## src/rtl/l1_resp_regbank.sv

```systemverilog
// l1_resp_regbank: word-addressed register bank slave with a response queue.
// Every accepted request (read or write) yields one in-order response.
// The top register is a read-only count of accepted requests.
// Optional macro L1_RESP_REGBANK_ERR_EN: out-of-range addresses are ignored,
// reads return 0xBADCAB1E and a sticky err_o is raised. Without it, upper
// address bits alias onto the register index and err_o is tied low.
module l1_resp_regbank #(
  parameter int unsigned DATA_WIDTH     = 32,
  parameter int unsigned ADDR_DEV_WIDTH = 20,
  parameter int unsigned HOST_ADDR_W    = 1,
  parameter int unsigned NUM_REGS       = 16,
  parameter int unsigned FIFO_DEPTH     = 2
) (
  input  logic                      clk_sys_in,
  input  logic                      rst_sys_in,
  input  logic                      req_valid_i,
  output logic                      req_ready_o,
  input  logic [HOST_ADDR_W-1:0]    req_ini_addr_i,
  input  logic [ADDR_DEV_WIDTH-1:0] req_tgt_addr_i,
  input  logic                      req_wen_i,
  input  logic [DATA_WIDTH-1:0]     req_wdata_i,
  input  logic [DATA_WIDTH/8-1:0]   req_be_i,
  output logic                      resp_valid_o,
  input  logic                      resp_ready_i,
  output logic [HOST_ADDR_W-1:0]    resp_ini_addr_o,
  output logic [DATA_WIDTH-1:0]     resp_rdata_o,
  output logic                      err_o
);

  localparam int unsigned IdxW  = $clog2(NUM_REGS);
  localparam int unsigned BeW   = DATA_WIDTH / 8;
  localparam int unsigned PtrW  = (FIFO_DEPTH > 1) ? $clog2(FIFO_DEPTH) : 1;
  localparam int unsigned CntW  = $clog2(FIFO_DEPTH + 1);
  localparam logic [DATA_WIDTH-1:0] ErrData = DATA_WIDTH'(32'hBADCAB1E);
  localparam logic [IdxW-1:0] CntIdx = IdxW'(NUM_REGS - 1);

  // Register storage; index NUM_REGS-1 is the request counter, not stored here.
  logic [DATA_WIDTH-1:0] regs_q [NUM_REGS-1];
  logic [DATA_WIDTH-1:0] req_cnt_q;

  // Response queue.
  logic [DATA_WIDTH-1:0]  fifo_data_q [FIFO_DEPTH];
  logic [HOST_ADDR_W-1:0] fifo_ini_q  [FIFO_DEPTH];
  logic [PtrW-1:0]        wr_ptr_q, wr_ptr_d;
  logic [PtrW-1:0]        rd_ptr_q, rd_ptr_d;
  logic [CntW-1:0]        count_q, count_d;
  logic                   ready_q, ready_d;

  logic                  accept;
  logic                  pop;
  logic [IdxW-1:0]       idx;
  logic                  upper_nz;
  logic                  out_of_range;
  logic                  wr_en;
  logic [DATA_WIDTH-1:0] rd_word;
  logic [DATA_WIDTH-1:0] resp_data;

  assign accept   = req_valid_i && ready_q;
  assign pop      = resp_valid_o && resp_ready_i;
  assign idx      = req_tgt_addr_i[IdxW+1:2];
  assign upper_nz = |(req_tgt_addr_i >> (IdxW + 2));

`ifdef L1_RESP_REGBANK_ERR_EN
  logic err_q;
  logic unused_addr;

  assign out_of_range = upper_nz;
  assign err_o        = err_q;
  assign unused_addr  = ^req_tgt_addr_i[1:0];

  // Sticky out-of-range flag, cleared only by reset.
  always_ff @(posedge clk_sys_in or negedge rst_sys_in) begin
    if (!rst_sys_in) begin
      err_q <= 1'b0;
    end else if (accept && out_of_range) begin
      err_q <= 1'b1;
    end
  end
`else
  logic unused_addr;

  // Upper address bits simply alias onto the index.
  assign out_of_range = 1'b0;
  assign err_o        = 1'b0;
  assign unused_addr  = ^{req_tgt_addr_i[1:0], upper_nz};
`endif

  assign wr_en = accept && req_wen_i && !out_of_range && (idx != CntIdx);

  // Read mux; the counter view already includes the request being accepted.
  always_comb begin
    rd_word = '0;
    for (int i = 0; i < NUM_REGS - 1; i++) begin
      if (idx == IdxW'(i)) begin
        rd_word = regs_q[i];
      end
    end
    if (idx == CntIdx) begin
      rd_word = req_cnt_q + DATA_WIDTH'(1);
    end
  end

  // Response payload captured at acceptance: 0 for writes.
  always_comb begin
    resp_data = '0;
    if (!req_wen_i) begin
      resp_data = out_of_range ? ErrData : rd_word;
    end
  end

  // Byte-enabled register writes.
  always_ff @(posedge clk_sys_in or negedge rst_sys_in) begin
    if (!rst_sys_in) begin
      for (int i = 0; i < NUM_REGS - 1; i++) begin
        regs_q[i] <= '0;
      end
    end else if (wr_en) begin
      for (int i = 0; i < NUM_REGS - 1; i++) begin
        if (idx == IdxW'(i)) begin
          for (int b = 0; b < BeW; b++) begin
            if (req_be_i[b]) begin
              regs_q[i][8*b +: 8] <= req_wdata_i[8*b +: 8];
            end
          end
        end
      end
    end
  end

  // Accepted-request counter, wraps naturally.
  always_ff @(posedge clk_sys_in or negedge rst_sys_in) begin
    if (!rst_sys_in) begin
      req_cnt_q <= '0;
    end else if (accept) begin
      req_cnt_q <= req_cnt_q + DATA_WIDTH'(1);
    end
  end

  // Queue pointer/occupancy next state; ready is a registered view of occupancy.
  always_comb begin
    wr_ptr_d = wr_ptr_q;
    rd_ptr_d = rd_ptr_q;
    count_d  = count_q;
    if (accept) begin
      wr_ptr_d = (wr_ptr_q == PtrW'(FIFO_DEPTH - 1)) ? '0 : wr_ptr_q + PtrW'(1);
    end
    if (pop) begin
      rd_ptr_d = (rd_ptr_q == PtrW'(FIFO_DEPTH - 1)) ? '0 : rd_ptr_q + PtrW'(1);
    end
    case ({accept, pop})
      2'b10:   count_d = count_q + CntW'(1);
      2'b01:   count_d = count_q - CntW'(1);
      default: count_d = count_q;
    endcase
    ready_d = (count_d < CntW'(FIFO_DEPTH));
  end

  // Queue control state.
  always_ff @(posedge clk_sys_in or negedge rst_sys_in) begin
    if (!rst_sys_in) begin
      wr_ptr_q <= '0;
      rd_ptr_q <= '0;
      count_q  <= '0;
      ready_q  <= 1'b0;
    end else begin
      wr_ptr_q <= wr_ptr_d;
      rd_ptr_q <= rd_ptr_d;
      count_q  <= count_d;
      ready_q  <= ready_d;
    end
  end

  // Queue storage; a push never lands on the head entry while it is valid.
  always_ff @(posedge clk_sys_in or negedge rst_sys_in) begin
    if (!rst_sys_in) begin
      for (int i = 0; i < FIFO_DEPTH; i++) begin
        fifo_data_q[i] <= '0;
        fifo_ini_q[i]  <= '0;
      end
    end else if (accept) begin
      fifo_data_q[wr_ptr_q] <= resp_data;
      fifo_ini_q[wr_ptr_q]  <= req_ini_addr_i;
    end
  end

  assign req_ready_o     = ready_q;
  assign resp_valid_o    = (count_q != '0);
  assign resp_rdata_o    = fifo_data_q[rd_ptr_q];
  assign resp_ini_addr_o = fifo_ini_q[rd_ptr_q];

endmodule

```

## config.mk

```make
export PLATFORM = sky130hd
export DESIGN_NAME = l1_resp_regbank
export DESIGN_NICKNAME = d
export VERILOG_FILES = /design/src/rtl/l1_resp_regbank.sv
export SDC_FILE = /design/constraint.sdc
export NUM_CORES = 1
export LEC_CHECK = 0
export CORE_MARGIN = 8
export CORE_UTILIZATION = 25
export CTS_CLUSTER_DIAMETER = 80
export DETAILED_ROUTE_END_ITERATION = 6
export GPL_TIMING_DRIVEN = 0
export PLACE_DENSITY = 0.4
export SLEW_MARGIN = 15
export SYNTH_ARGS = -nofsm -noshare
export SYNTH_HDL_FRONTEND = slang
export SYNTH_SLANG_ARGS = --single-unit
```

## constraint.sdc

```tcl
create_clock -name clk_sys_in -period 3.51 [get_ports clk_sys_in]
set_input_delay 0.351 -clock clk_sys_in [delete_from_list [all_inputs] [get_ports clk_sys_in]]
set_output_delay 0.351 -clock clk_sys_in [all_outputs]
set_load 0.005 [all_outputs]
```

==> impl_metrics.tcl <==
set metrics [dict create \
    cts_tree "built" \
    yosysWarnings 0 \
    p_total_mw 20.5 \
    end_kind "flip-flop" \
    grt_pass1_vias 22300 \
    finalSetupViolations 1 \
    ys_seq_area_frac 0.512 \
    min_period_ns 3.52 \
    clockBufferDepth 3 \
    grt_max_degree 90 \
    rsz0062_at_grt "false" \
    ys_async_sr_fraction 1.00 \
    synth_compound_area_frac 0.120 \
    fillerInstances 11600 \
    fmax_ghz 0.284 \
    dpl.hpwl_um 92600 \
    rr_startpoint "req_cnt_q[0]$_DFFE_PN0P_" \
    io_buffers 78 \
    setup_slack_ns -0.0112 \
    min_period_over_period 1.00 \
    cts_buffers 73 \
    muxShareOfSynthArea 0.230 \
    ys_types 87 \
    vias 21900 \
    synthCells 2387 \
    routedWlPerCell_um 32.0 \
    viasPerCell 5.31 \
    status "finished with violations" \
    routed_wl_um 132000 \
    critPathLaunch "req_tgt_addr_i[4]" \
    antenna_found_initial 11 \
    drtPass1Iterations 7 \
    violations "design-rule violations, negative setup slack" \
    synth_ff_type "dfrtp_1" \
    core_um2 114000 \
    leakage_nw 15.5 \
    ant_nets 0 \
    place_congestion 0.910 \
    drt_iter0_drc 2114 \
    ys_ff_latch 583 \
    max_slew_margin 0.115 \
    globalRouteTotalUtil 0.205 \
    die_h_um 353 \
    max_cap_violations 0 \
    peakVddDrop_v 0.000278 \
    nets 2615 \
    drcViolationCount 10 \
    grt_overflow 0 \
    dpl_cell_area_um2 31400 \
    rows 124 \
    rrSetupSlack_ns 0.66 \
    io_pins 98 \
    root_buffer "clkbuf_16" \
    crit_path_end "fifo_data_q[17]$_DFFE_PN0P_" \
    crit_path_start_kind "input pin" \
    p_per_area_nw_per_um2 606 \
    r2r_end "fifo_data_q[24]$_DFFE_PN0P_" \
    yosys.area_share.xor_xnor 0.0197 \
    synth_edf_count 0 \
    postSynthAreaPerCell_um2 11.9 \
    synth_area_um2 28500 \
    hp-class "in -> async" \
    syn-num-nets 2451 \
    fp.dieW_um 353 \
    synth_top_family_by_area "multiplexers" \
    drive_gt1_frac 0.207 \
    clkSlewWorstSetupHoldPaths_ns 0.06 \
    hold_viol_final 0 \
    drv_slew 0 \
    synthAdderAreaFrac 0.000879 \
    final_area_um2 33900 \
    arrival_ns 4.01 \
    clk_latency_ns 0.68 \
    synth-simple-area-share 0.0821 \
    dieArea_um2 125000 \
    cts_htree_levels 3 \
    required_ns 3.99 \
    clock-sinks 583 \
    crit_fanout 10 \
    synthToLayoutAreaGrowth_pct 19.0 \
    r2r_cells 8 \
    worstMarginPinSlew_ns 1.33 \
    crit_type "in -> reg" \
    grt_pass1_wl_um 183000 \
    initial_core_util 0.251 \
    fin_skew_ns 0.0424 \
]
-- placed cells by master, fill, tap and decap left out, types with 18 or more instances in the layout --
master             n
mux2_2           200
a21oi_1          117
clkbuf_1          82
buf_2             59
a22o_1            18
nor2_1            85
xnor2_1           36
a22oi_1           26
nand3_1           33
nand2_1          157
xor2_1            28
o221ai_1          19
buf_6             20
o21ai_1           43
nand2_2           39
dfrtp_1          583
mux2i_1           50
mux2_1           321
o21ai_0           92
clkbuf_16         75
o22ai_1           48
clkdlybuf4s50_1   77
-- stage by stage --
step                hold WS, ns  setup TNS (ns)  setup WS (ns)   util  instances
detailed placement        0.397          -57.61         -0.926  0.276       3986
CTS                       0.258               0         0.0232  0.298       4116
floorplan                0.0554               0           1.45      -       2387
global placement          0.456               -         -24.84  0.274       3977
global route              0.297               0         0.0258  0.298       4117
finish                    0.263         -0.0112        -0.0112  0.298       4119
-- registers in the layout (all words and copies together) (netlist names) --
signal and flops:
count_q 2, fifo_data_q 64, fifo_ini_q 2, rd_ptr_q 1
regs_q 480, req_cnt_q 32, req_ready_o 1, wr_ptr_q 1
-- Yosys cell counts, types with 18 or more instances --
cell / number / share of area
a211oi_1: 18 / 0.0047
a21oi_1: 117 / 0.021
a22o_1: 18 / 0.0055
a22oi_1: 26 / 0.0069
buf_2: 60 / 0.011
buf_6: 20 / 0.0079
clkbuf_1: 74 / 0.0098
dfrtp_1: 583 / 0.51
mux2_1: 321 / 0.13
mux2_2: 200 / 0.079
mux2i_1: 50 / 0.018
nand2_1: 157 / 0.021
nand2_2: 39 / 0.0086
nand3_1: 33 / 0.0058
nor2_1: 89 / 0.012
o21ai_0: 92 / 0.016
o21ai_1: 43 / 0.0076
o221ai_1: 19 / 0.0058
o22ai_1: 48 / 0.011
xnor2_1: 36 / 0.011
xor2_1: 28 / 0.0086
-- cells by family (layout without fill, tap and decap cells) --
group                      Yosys count  after routing
AOI/OAI and AO/OA                  518            518
xor gates and xnor gates            64             64
adders and majority gates            2              2
buffers and inverters              190            408
DFF                                583            583
muxes                              579            579
other                                1              3
and+or+nand+nor                    450            450
-- worst min path at each step --
stage,start,end,slack (ns),cells after the start
after detailed placement,rst_sys_in,count_q[1]$_DFF_PN0_,0.40,1
final,rst_sys_in,count_q[0]$_DFFE_PN0N_,0.26,2
after floorplan,rst_sys_in,count_q[0]$_DFFE_PN0N_,0.06,0
after global placement,fifo_data_q[27]$_DFFE_PN0P_,fifo_data_q[27]$_DFFE_PN0P_,0.46,2
after global routing,req_ini_addr_i,fifo_ini_q[0]$_DFFE_PN0P_,0.30,3
after CTS,req_ini_addr_i,fifo_ini_q[0]$_DFFE_PN0P_,0.26,3
-- area by class of cell --
| cell class | instances | area [um2] | share of cell area |
|---|---|---|---|
| flip-flops and latches | 583 | 14600 | 0.431 |
| multi-input cells | 1614 | 12900 | 0.381 |
| clock buffers | 104 | 2110 | 0.0622 |
| well taps | 1512 | 1890 | 0.0559 |
| repair buffers | 89 | 1020 | 0.0301 |
| plain buffers | 175 | 965 | 0.0285 |
| clock inverters | 25 | 327 | 0.00964 |
| inverters | 15 | 56.3 | 0.00166 |
| diodes | 2 | 5.00 | 0.000148 |
-- what timing repair did --
item | in CTS | in global routing
setup buffers | 0 | 1
hold buffers | 1 | 0
pin swaps | 0 | 1
endpoints found under the setup margin | 11 | 15
endpoints found under the hold margin | 74 | 0
resized for setup | 6 | 14
-- routing by layer --
metal / share of wire / track usage / up-vias
li1: - / - / 9092
met1: 0.44 / 0.279 / 11500
met2: 0.44 / 0.315 / 973
met3: 0.078 / 0.0493 / 278
met4: 0.045 / 0.0774 / 4
met5: 0.00019 / 0 / -
-- critical path, cell delays in order --
cell and delay (ns):
clkdlybuf4s50_1 0.62, buf_2 0.28, inv_2 0.15, nand2_1 0.80, o22ai_1 0.30, a2111oi_1 0.47, clkdlybuf4s18_2 0.35, a21oi_1 0.09
o22ai_1 0.44, o31ai_1 0.14
-- power by group --
group / switching [mW] / internal [mW]
clock network: 3.20 / 4.63
registers: 0.719 / 7.95
logic: 2.27 / 1.78
total: 6.19 / 14.4
Note: power is estimated with default switching activity, not from simulation.
